===== src/rtl/inst_fetch.sv =====
// inst_fetch: instruction-fetch stage ahead of the IF/ID register.
// Keeps the PC, assembles each 32-bit word from a byte-wide memory port,
// redirects on jumps and holds its output while the pipeline is stalled.
// Optional direct-mapped instruction cache: define ICACHE_EN to build it in.
module inst_fetch #(
    parameter int          ICACHE_LINES = 64,
    parameter logic [31:0] RESET_PC     = 32'h0
) (
    input  logic        clk_in,
    input  logic        rstn_in,
    input  logic        stall_i,
    input  logic        jump_enable_i,
    input  logic [31:0] jump_pc_i,
    output logic        mem_req_o,
    output logic [31:0] mem_addr_o,
    input  logic [7:0]  mem_byte_i,
    input  logic        mem_byte_valid_i,
    output logic [31:0] inst_o,
    output logic [31:0] pc_o,
    output logic        inst_valid_o
);

    typedef enum logic [1:0] {IDLE, FETCH, HOLD, ABORT} state_t;

    state_t      state;
    state_t      next_state;
    logic [31:0] pc;
    logic [1:0]  count;
    logic [23:0] low_bytes;
    logic [31:0] fetched_word;
    logic        hit;
    logic [31:0] hit_word;
    logic        byte_take;
    logic        last_byte;
    logic        issue;
    logic        present_hit;
    logic        present_fetch;
    logic        hold_keep;

    // The fourth byte completes the word straight from the input port.
    assign fetched_word = {mem_byte_i, low_bytes};

`ifdef ICACHE_EN
    localparam int IDX_W = $clog2(ICACHE_LINES);
    localparam int TAG_W = 30 - IDX_W;

    logic [31:0]             data_mem [ICACHE_LINES];
    logic [TAG_W-1:0]        tag_mem  [ICACHE_LINES];
    logic [ICACHE_LINES-1:0] line_valid;
    logic [IDX_W-1:0]        rd_idx;
    logic [IDX_W-1:0]        wr_idx;

    assign rd_idx = pc[IDX_W+1:2];
    assign wr_idx = mem_addr_o[IDX_W+1:2];

    // Lookup of the current PC against its line.
    always_comb begin
        hit      = line_valid[rd_idx] && (tag_mem[rd_idx] == pc[31:IDX_W+2]);
        hit_word = data_mem[rd_idx];
    end

    // Every completed miss fills its line, even when a jump discards the word.
    always_ff @(posedge clk_in) begin
        if (last_byte) begin
            data_mem[wr_idx] <= fetched_word;
            tag_mem[wr_idx]  <= mem_addr_o[31:IDX_W+2];
        end
    end

    // Valid bits are only ever cleared by reset.
    always_ff @(posedge clk_in or negedge rstn_in) begin
        if (!rstn_in) begin
            line_valid <= '0;
        end else if (last_byte) begin
            line_valid[wr_idx] <= 1'b1;
        end
    end
`else
    logic [31:0] unused_lines;

    assign unused_lines = ICACHE_LINES;
    assign hit          = 1'b0;
    assign hit_word     = '0;
`endif

    // State register.
    always_ff @(posedge clk_in or negedge rstn_in) begin
        if (!rstn_in) begin
            state <= IDLE;
        end else begin
            state <= next_state;
        end
    end

    // Next state: a jump overrides everything, FETCH must pass through ABORT.
    always_comb begin
        next_state = state;
        if (jump_enable_i) begin
            next_state = (state == FETCH) ? ABORT : IDLE;
        end else begin
            case (state)
                IDLE:    if (!stall_i && !hit) next_state = FETCH;
                FETCH:   if (last_byte) next_state = stall_i ? HOLD : IDLE;
                HOLD:    if (!stall_i) next_state = IDLE;
                ABORT:   next_state = IDLE;
                default: next_state = IDLE;
            endcase
        end
    end

    // Control strobes decoded from state and inputs.
    always_comb begin
        byte_take     = (state == FETCH) && mem_req_o && mem_byte_valid_i;
        last_byte     = byte_take && (count == 2'd3);
        issue         = !jump_enable_i && !stall_i && (state == IDLE) && !hit;
        present_hit   = !jump_enable_i && !stall_i && (state == IDLE) && hit;
        present_fetch = !jump_enable_i && last_byte;
        hold_keep     = !jump_enable_i && (state == HOLD) && stall_i;
    end

    // Datapath registers: PC, memory request, byte assembly and output word.
    always_ff @(posedge clk_in or negedge rstn_in) begin
        if (!rstn_in) begin
            pc           <= RESET_PC;
            count        <= '0;
            low_bytes    <= '0;
            mem_req_o    <= 1'b0;
            mem_addr_o   <= '0;
            inst_o       <= '0;
            pc_o         <= '0;
            inst_valid_o <= 1'b0;
        end else begin
            inst_valid_o <= present_hit || present_fetch || hold_keep;

            if (jump_enable_i) begin
                pc <= jump_pc_i;
            end else if (present_hit || present_fetch) begin
                pc <= pc + 32'd4;
            end

            if (issue) begin
                mem_req_o  <= 1'b1;
                mem_addr_o <= {pc[31:2], 2'b00};
            end else if (jump_enable_i || last_byte) begin
                mem_req_o <= 1'b0;
            end

            if (jump_enable_i) begin
                count <= '0;
            end else if (byte_take) begin
                count <= count + 2'd1;
            end

            if (byte_take) begin
                case (count)
                    2'd0:    low_bytes[7:0]   <= mem_byte_i;
                    2'd1:    low_bytes[15:8]  <= mem_byte_i;
                    2'd2:    low_bytes[23:16] <= mem_byte_i;
                    default: ;
                endcase
            end

            if (present_hit) begin
                inst_o <= hit_word;
                pc_o   <= pc;
            end else if (present_fetch) begin
                inst_o <= fetched_word;
                pc_o   <= pc;
            end
        end
    end

endmodule


===== config.mk =====
export PLATFORM = sky130hd
export DESIGN_NAME = inst_fetch
export DESIGN_NICKNAME = d
export VERILOG_FILES = /design/src/rtl/inst_fetch.sv
export SDC_FILE = /design/constraint.sdc
export NUM_CORES = 1
export LEC_CHECK = 0
export CORE_ASPECT_RATIO = 1.4
export CORE_MARGIN = 8
export CORE_UTILIZATION = 47
export CTS_BUF_LIST = sky130_fd_sc_hd__clkbuf_8
export CTS_CLUSTER_SIZE = 10
export DETAILED_ROUTE_END_ITERATION = 6
export PLACE_DENSITY = 0.89
export SLEW_MARGIN = 25
export SYNTH_ARGS = -nofsm -noshare
export SYNTH_HDL_FRONTEND = slang
export SYNTH_SLANG_ARGS = --single-unit

===== constraint.sdc =====
create_clock -name clk_in -period 2 [get_ports clk_in]
set_input_delay 0.5 -clock clk_in [delete_from_list [all_inputs] [get_ports clk_in]]
set_output_delay 0.5 -clock clk_in [all_outputs]
set_load 0.02 [all_outputs]

# Word-level counts from Yosys, hierarchy flattened
# Cells that the tools add are included.
[word_totals] register_bits=156 word_cells=56 out_inout_bits=98
[classes] eq_ne=9 reduce_logical=21 mux=13 add_sub_neg=2
[op_table] op="32-bit 2-to-1 mux" n=2
[op_table] op="32-bit by 3-bit adder with 32-bit output, second input constant" n=1
[op_table] op="2-bit 2-to-1 mux" n=8
[op_table] op="3-bit != test, second input constant" n=3
[op_table] op="2-bit equality test, second input constant" n=4
[op_table] op="1-bit logical AND" n=8
[op_table] op="2-bit one-hot mux with 4 select lines" n=1
[op_table] op="2-bit AND reduction" n=3
[op_table] op="2-bit nonzero test" n=3
[op_table] op="2-bit by 1-bit equality test with 1-bit output, second input constant" n=2
[op_table] op="2-bit logical NOT" n=2
[op_table] op="3-bit AND reduction" n=1
[op_table] op="2-bit by 1-bit adder with 2-bit output, second input constant" n=1
[op_table] op="1-bit logical NOT" n=2
[op_table] op="1-bit logical OR" n=2
[op_table] op="1-bit 2-to-1 mux" n=2

# Logic depth before layout (Yosys ltp)
# Gate-level depths: netlist of the first run.
[depth] depth_word=7 depth_mapped=8 ltp_nobuf=5

# Worst setup path after synthesis of the first run
# OpenSTA, ideal clock, no wires.
[synth_path] path_type="reg-to-reg" startpoint="reg count[0]" endpoint="reg pc[18]" slack_ns=-0.045 setup_time_ns=0.082 t_required_ns=1.918 synth_period_minus_slack_ns=2.045 path_stages_with_launch=9 arrival_ns=1.964 n_path_buf=3 path_cell_list="dfrtp_1 -> ha_1 -> buf_2 -> nand4_1 -> or3_1 -> buf_2 -> buf_6 -> or4_1 -> a31oi_1"
[synth_via] elab_chain_cells=4
[synth_lines] element="start, declared" line_no="28" source="logic [1:0] count;"
[synth_lines] element="start signal, assigned" line_no="151" source="count <= count + 2'd1;"
[synth_lines] element="2-bit equality test" line_no="114" source="last_byte = byte_take && (count == 2'd3);"
[synth_lines] element="1-bit logical AND" line_no="114"
[synth_lines] element="1-bit logical AND" line_no="117" source="present_fetch = !jump_enable_i && last_byte;"
[synth_lines] element="2-bit nonzero test (no source line)"
[synth_lines] element="end signal, assigned" line_no="136" source="pc <= jump_pc_i;"
[synth_lines] element="end signal, assigned" line_no="138" source="pc <= pc + 32'd4;"
[synth_lines] element="end, declared" line_no="27" source="logic [31:0] pc;"
# No other way between the ends.
# A chain may end at the register's enable or synchronous reset.

# Final worst setup path of the first run
[layout_path] startpoint="in mem_byte_valid_i" endpoint="reg pc[20]"
[layout_via] elab_chain_cells=4
[layout_lines] element="start, declared" line_no="17" source="input logic mem_byte_valid_i,"
[layout_lines] element="1-bit logical AND" line_no="113" source="byte_take = (state == FETCH) && mem_req_o && mem_byte_valid_i;"
[layout_lines] element="1-bit logical AND" line_no="114"
[layout_lines] element="1-bit logical AND" line_no="117"
[layout_lines] element="2-bit nonzero test (no source line)"
# No other way between the ends.

==> results of run 1 <==
## registers in the layout, indices dropped and copies added (netlist names), 2 cells and up
register	cells
pc	32
state	2
low_bytes	24
count	2
pc_o	32
inst_o	32
mem_addr_o	30
## synthesized netlist by cell type
| library cell | count | share of area, % |
|---|---|---|
| sky130_fd_sc_hd__nand4_1 | 11 | 1.1 |
| sky130_fd_sc_hd__or3_1 | 5 | 0.48 |
| sky130_fd_sc_hd__xor2_1 | 5 | 0.67 |
| sky130_fd_sc_hd__buf_2 | 5 | 0.38 |
| sky130_fd_sc_hd__nand3b_1 | 1 | 0.12 |
| sky130_fd_sc_hd__xnor2_1 | 6 | 0.81 |
| sky130_fd_sc_hd__inv_1 | 5 | 0.29 |
| sky130_fd_sc_hd__ha_1 | 5 | 0.96 |
| sky130_fd_sc_hd__nand2b_1 | 2 | 0.19 |
| sky130_fd_sc_hd__a21oi_1 | 3 | 0.23 |
| sky130_fd_sc_hd__clkbuf_2 | 1 | 0.077 |
| sky130_fd_sc_hd__and4b_1 | 1 | 0.15 |
| sky130_fd_sc_hd__o2bb2ai_1 | 1 | 0.13 |
| sky130_fd_sc_hd__buf_6 | 1 | 0.17 |
| sky130_fd_sc_hd__or4_1 | 14 | 1.6 |
| sky130_fd_sc_hd__nand2_1 | 28 | 1.6 |
| sky130_fd_sc_hd__nor4_1 | 4 | 0.38 |
| sky130_fd_sc_hd__o21ai_0 | 18 | 1.4 |
| sky130_fd_sc_hd__o31ai_1 | 14 | 1.6 |
| sky130_fd_sc_hd__clkbuf_1 | 17 | 0.98 |
| sky130_fd_sc_hd__and3_1 | 4 | 0.38 |
| sky130_fd_sc_hd__nand4b_4 | 1 | 0.36 |
| sky130_fd_sc_hd__and4_1 | 5 | 0.67 |
| sky130_fd_sc_hd__a31o_2 | 1 | 0.13 |
| sky130_fd_sc_hd__buf_4 | 2 | 0.23 |
| sky130_fd_sc_hd__conb_1 | 1 | 0.058 |
| sky130_fd_sc_hd__buf_1 | 4 | 0.23 |
| sky130_fd_sc_hd__dfrtp_1 | 156 | 60 |
| sky130_fd_sc_hd__nand3_1 | 10 | 0.77 |
| sky130_fd_sc_hd__nor2_1 | 21 | 1.2 |
| sky130_fd_sc_hd__o31a_1 | 2 | 0.27 |
| sky130_fd_sc_hd__mux2_2 | 118 | 20 |
| sky130_fd_sc_hd__mux2i_1 | 1 | 0.15 |
| sky130_fd_sc_hd__nor3_1 | 2 | 0.15 |
| sky130_fd_sc_hd__a31oi_1 | 18 | 1.7 |
## power by group through the flow
stage / combinational (uW) / sequential, uW / clock (uW)
final: 2120 / 3980 / 2560
after global routing: 2260 / 4040 / 2740
after CTS: 2140 / 3980 / 2610
after detailed placement: 2130 / 4030 / 0
after global placement: 2050 / 3990 / 0
after floorplan: 646 / 4360 / 0
## layout make-up
type	instances	area (um2)	area share [%]
flip-flops and latches	156	3904	43.37
multi-input cells	303	2526	28.07
repair buffers	189	1881	20.89
clock buffers	18	247.7	2.752
well taps	185	231.5	2.572
clock inverters	14	192.7	2.141
inverters	5	18.77	0.2085
## cells by family after synthesis
group | synth area share [%]
compound gates | 5.494
xor+xnor | 1.479
fa+ha+maj | 0.9604
buf+inv | 2.362
flops | 59.93
mux | 20.55
other cells | 0.05757
simple gates | 9.162
## critical path, cell delays in order
cell and delay, ns:
sky130_fd_sc_hd__clkdlybuf4s50_1 0.53, sky130_fd_sc_hd__nand4b_4 0.11, sky130_fd_sc_hd__or3_1 0.39, sky130_fd_sc_hd__buf_6 0.16
sky130_fd_sc_hd__or4_4 0.47, sky130_fd_sc_hd__a31oi_1 0.19
## per-layer routing
layer	track usage (%)	wire [um]	up-vias
met3	4.500	849	35
met2	34.25	9128	163
li1	-	-	2143
met4	7.601	447	0
met5	0	0	-
met1	20.76	6169	2357
## stage by stage
step	util (%)	power, uW	hold WS, ns	cell area (um2)
after global routing	65.61	9044	0.5216	9001
after CTS	65.22	8724	0.4886	8947
after global placement	61.49	6046	0.3991	8436
after floorplan	-	5008	0.2044	6520
final	65.61	8656	0.5073	9001
after detailed placement	61.49	6161	0.4063	8436
## path summary, 6_finish.rpt
path,from,endpoint,cells past startpoint
min in group asynchronous,rstn_in,inst_o[29],2
hold / removal,low_bytes[23],inst_o[23],1
hold reg to reg,low_bytes[23],inst_o[23],1
setup / recovery,mem_byte_valid_i,pc[20],6
setup reg to reg,pc[9],pc[20],5
max in group asynchronous,rstn_in,pc_o[22],3
## what timing repair did
| item | CTS | global route |
|---|---|---|
| endpoints found under the hold margin | 29 | 0 |
| hold buffers | 1 | 0 |
| pin swaps | 2 | 3 |
| buffers inserted | 7 | 1 |
| resized for setup | 4 | 11 |
| endpoints found under the setup margin | 4 | 11 |
==> summary by stage, run 1 <==
Run status
The run finished, with violations left. The checks that failed: setup timing.

Clocking
The later pin in the worst-skew pair is clocked with a latency of 0.44 ns. The total clock buffers created by CTS is 17. The root cell of the clock tree is sky130_fd_sc_hd__clkbuf_8. The deepest level of the CTS H-tree is 4.

The total number of clock tree sinks is 156. The clock passes through at most 2 buffers. TritonCTS built the clock tree. After clock tree synthesis, the clock-pin slew on the worst setup and hold paths is 0.08 ns.

Route
Once detail routing completed, the nets flagged for antenna violations numbered 0. The number of detailed-route iterations in the first pass is 4. The routed layout has ~4700 vias. After detailed routing, the number of vias per cell comes to 5.400.

In the routed design, unresolved DRC markers number 0. The initial DRC count is 243. The wire length per cell after detailed routing is 19.07 um.

The final layout contains routed wiring with a total length of roughly 17000 um.

Timing
The final count of pins violating max slew was 0. The worst clock skew is ~0.012 ns. The maximum frequency from static timing analysis is about 500 MHz. The final setup violation count is 2. After routing, the total negative slack on setup checks comes to -0.01319 ns. The total count of hold-check failures in the final report is 0. The slack of the critical path is -0.006947 ns. The share of the clock period used by the worst path after layout is 100.3%. The final critical-path required period is about 2.0 ns. Setup repair after global routing could not meet its margin everywhere.

Synth
In this run, distinct cell masters in the synthesized netlist total 35. In this run the cell area of the synthesized design comes to 6514 um2. The share of the yosys chip area belonging to registers is ~60%. In this run, synthesis produced a sequential element count of ~160.

The number of cells produced by synthesis is 493. The mean instance size in the synthesized netlist is 13.21 um2. The number of synthesis warnings is 0.

Pwr
The net switching power figure is 2490 uW. For this design the ratio of total power to cell area is roughly 960 nW/um2. Net switching is between 20 and 30% of the power.

The maximum VDD drop is 0.7439 mV. The sequential share of power is 46.0%. The standby leakage power is just over 0.004 uW. The internal power of the cells totals a little over 6000 uW. The clock network accounts for about 30% of the total power. Of the total power, combinational logic draws 24.5%.

Die
The initialized floorplan defines 51 standard-cell rows. Pin placement for this block handled around 140 I/O pins. In this run the vertical extent of the chip is 155.3 um.

The effective utilization at floorplan is 47.48%. The die area is 17940 um2. The overall die width is about 120 um.

The core region is 13720 um2.

Global routing
Entering global routing, the biggest net connects between 50 and 60 pins. The via count of the first global-routing pass is slightly above 5000. The wire length of the first global-routing pass is between 20000 and 30000 um.

The global-route total usage across every layer is 19.01%. The initial antenna violation count came to 0. Summed over all layers, the global routing overflow is 0.

Placement
At the placement stage, the worst setup path has a slack of -0.4853 ns. The detailed placer's ending HPWL is 11860 um. The number of port buffers is 140.

The count of placed standard cells including taps is 829. The routability congestion estimate from global placement is 0.7889.

Cells and area
The count of cells in the finished layout, fillers not included, comes to between 800 and 900. The post-synthesis to final-layout area growth is 38.19%. Cells with a size suffix above 1 make up 30.80% of the layout. Leaving out fill and tap cells, the most frequent cell in the layout is sky130_fd_sc_hd__dfrtp_1. For this run, the post-layout net count is 722.

Fill cells in the final layout number 988. In the layout the commonest cells are 156 x sky130_fd_sc_hd__dfrtp_1, 136 x sky130_fd_sc_hd__clkdlybuf4s50_1, 118 x sky130_fd_sc_hd__mux2_2. 0 antenna diodes ended up in the layout.

Setup path
At the worst endpoint, the required time is 2.35 ns. STA classifies the critical path endpoint as a flip-flop. The setup slack on the worst flop-to-flop path is ~0.010 ns. The data arrival time of the critical path is 2.36 ns. Along the worst path, the maximum fanout reaches 14. The element type at the critical path start is a primary input.

The critical path is of the in2reg type.

Hold path
The classification of the worst-slack hold path is reg2reg.

Job
The max capacitance violation total is 0.
No activity file was read; power rests on OpenSTA's default activity.
==> run 2: changes to the inputs <==
PLACE_DENSITY = 0.78   (was 0.89)
REMOVE_ABC_BUFFERS = 1   (was unset)
==> summary by stage, run 2 (synthesis gave the netlist of run 1 again) <==
Cells and area
The area of combinational cells with multiple inputs came to 2481 um2 (-1.8%). In the layout the commonest cells are 156 x sky130_fd_sc_hd__dfrtp_1, 137 x sky130_fd_sc_hd__clkdlybuf4s50_1, 118 x sky130_fd_sc_hd__mux2_2. The area taken by flip-flops and latches is 3904 um2 (unchanged).

The final-layout fill cell count is 1039 (+5.2%). The diode insertion count for antenna repair was 0 (unchanged). The finished layout cell area is 8905 um2 (-1.1%).

The largest registers in the layout are inst_o x32, pc x32, pc_o x32. Compared with the post-synthesis result, the final layout area differs by 36.71%. The number of cells in the finished layout apart from fillers came to 867 (-0.34%). The commonest non-fill, non-tap cell in the layout is sky130_fd_sc_hd__dfrtp_1. The number of nets in the final layout is 720 (-0.28%). The share of layout cells above drive strength 1 was 29.18% (-1.6 points).

Setup path
The number of buffers and inverters on the critical path came to 1 (-1). Tracing the worst setup path back leads to its startpoint at count[0]. The library cell contributing the largest single delay on the critical path is sky130_fd_sc_hd__or4_1.

The endpoint identified for the worst register-to-register timing path is pc[26]. The setup slack on the worst flop-to-flop path was 0.03 ns (+0.02 ns). The data arrival time of the critical path came to 2.31 ns (-0.05 ns). The critical path is of the reg2reg type.

The data required time at the worst endpoint is 2.34 ns (about the same). The category of cells accounting for the largest share of critical-path delay is simple AND/OR/NAND/NOR gates. The biggest cell delay along the critical path was 0.47 ns (-0.06 ns). The worst register-to-register path begins at count[0]. The signal on the critical path passes through ha_2 > nand4_1 > or3_1 > buf_6 > or4_1 > a31oi_1. The largest driver fanout on the critical path was 15 (+1).

The worst setup path is captured at a flip-flop. The worst setup path is launched from a flip-flop. The path depth of the worst reg2reg path is 6 (+1).

Global routing
The global-route total usage across every layer is 18.57% (-0.44 points). The wire length of the first global-routing pass came to 25870 um (-1.9%). The total congestion overflow is 0 (unchanged). The initial antenna violation count is 0 (unchanged). The maximum number of pins on one net before global-route repair is 55 (-5.2%). The via count of the first global-routing pass came to 5004 (-0.83%).

Clocking
The deepest level of the CTS H-tree came to 4 (unchanged). The cts-stage hold buffer count is 0 (-1). The TritonCTS clock tree is yes. The total number of clock tree sinks is 156 (unchanged). The cell sitting at the root of the clock tree is a sky130_fd_sc_hd__clkbuf_8. The clock network latency to the later pin of the worst-skew pair was 0.43 ns (about the same).

The maximum number of buffers from clock root to sink is 2 (unchanged). The clock transition at the registers of the reported paths is 0.08 ns (about the same). The total clock buffers created by CTS is 17 (unchanged).

Route
The post-detailed-route DRC marker count was 0 (unchanged). The via count of the routed design is 4652 (-0.98%). The initial DRC count is 245 (+0.82%).

The count of nets left with antenna violations after detail routing came to 0 (unchanged). The wire length per cell after detailed routing was 18.38 um (-3.6%). The number of detailed-route iterations in the first pass is 4 (unchanged). The final routed wirelength across all metal layers came to 15940 um (-3.9%).

The average via count per standard cell is 5.366 (-0.64%).

Placement
The count of placed standard cells including taps was 832 (+0.36%). The total cell area at the placement stage is 8458 um2 (+0.27%). The routability congestion estimate from global placement came to 0.8501 (+7.8%). The number of port buffers is 140 (unchanged). The detailed placer's ending HPWL is 11720 um (-1.2%).

Die
The height of the die came to 155.3 um (unchanged). The placeable core region is 13720 um2 (unchanged). The number of ports placed on the die boundary came to 143 (unchanged). The overall die width is 115.5 um (unchanged). The total number of placement rows is 51 (unchanged). The effective utilization at floorplan is 47.48% (unchanged).

The die area came to 17940 um2 (unchanged).

Timing
Setup repair after global routing could not meet its margin everywhere. The total negative slack is 0 ns (+0.01319 ns). The worst clock skew is 0.01276 ns (+0.0004145 ns). The maximum frequency from static timing analysis is 508.9 MHz (+2.1%). The pin slew with the least headroom to its limit is 0.5262 ns. The worst-case hold slack is 0.01614 ns (-0.4912 ns). The total count of hold-check failures in the final report came to 0 (unchanged). The final critical-path required period is 1.965 ns (-0.04194 ns). The share of the clock period used by the worst path after layout came to 98.25% (-2.1 points). The headroom to the max-slew limit is 64.92%.

The final setup violation count is 0 (-2). The final count of pins violating max slew is 0 (unchanged).

Pwr
The power per cell area was 957.4 nW/um2 (-0.44%). The standby leakage power was 0.003988 uW (-1.5%). The maximum VDD drop came to 0.5748 mV (-23%).

Hold path
The min-delay analysis places its worst path in the category in2async.

Job
The max capacitance violation total is 0 (unchanged).

Run status
The run finished with clean final reports.
run 2: cell types whose count changed in the layout (fill, tap and decap cells not counted), sizes merged:
cell	delta
clkdlybuf4s50	+1
inv	-1
buf	-1
dlygate4sd3	-1
clkbuf	-1
dlymetal6s2s	-2
dlygate4sd2	+1
clkinvlp	+1
run 2: where the power goes:
part / switching, uW / leakage, uW / internal [uW]
clock network: 1120 / 0.000215 / 1340
logic: 975 / 0.00176 / 1130
registers: 322 / 0.00202 / 3650
run 2: layer usage:
metal	up-vias	global-route usage, %	share of wire, %
li1	2138	-	-
met1	2320	20.47	37
met2	164	33.36	55
met3	30	4.267	5.5
met4	0	7.349	2.2
met5	-	0	0
run 2: repair_timing:
action,in CTS,in global routing
endpoints found under the setup margin,4,7
buffers inserted,1,3
pin swaps,1,4
gates cloned,0,0
gates resized for setup,2,2
run 2: worst max path at each step:
| stage | end | cells after the start |
|---|---|---|
| final | pc[26] | 6 |
| after detailed placement | pc[26] | 6 |
| after global placement | pc[28] | 6 |
| after global routing | pc[26] | 6 |
| after CTS | pc[26] | 6 |
| after floorplan | mem_addr_o[10] | 2 |
run 2: cell type report:
| class | count | share of cell area [%] |
|---|---|---|
| clock inverters | 14 | 2.009 |
| repair buffers | 187 | 20.85 |
| flip-flops and latches | 156 | 43.84 |
| clock buffers | 17 | 2.628 |
| well taps | 185 | 2.599 |
| multi-input cells | 303 | 27.86 |
| inverters | 5 | 0.2108 |
run 2: per-stage QoR:
step	util [%]	setup slack, ns	power (uW)
2_1_floorplan	-	-2.088	4996
3_3_place_gp	61.65	-0.4250	6069
3_5_place_dp	61.65	-0.4907	6163
4_1_cts	64.70	0.008752	8622
5_1_grt	64.91	-0.06796	8934
6_report	64.91	0.03500	8525
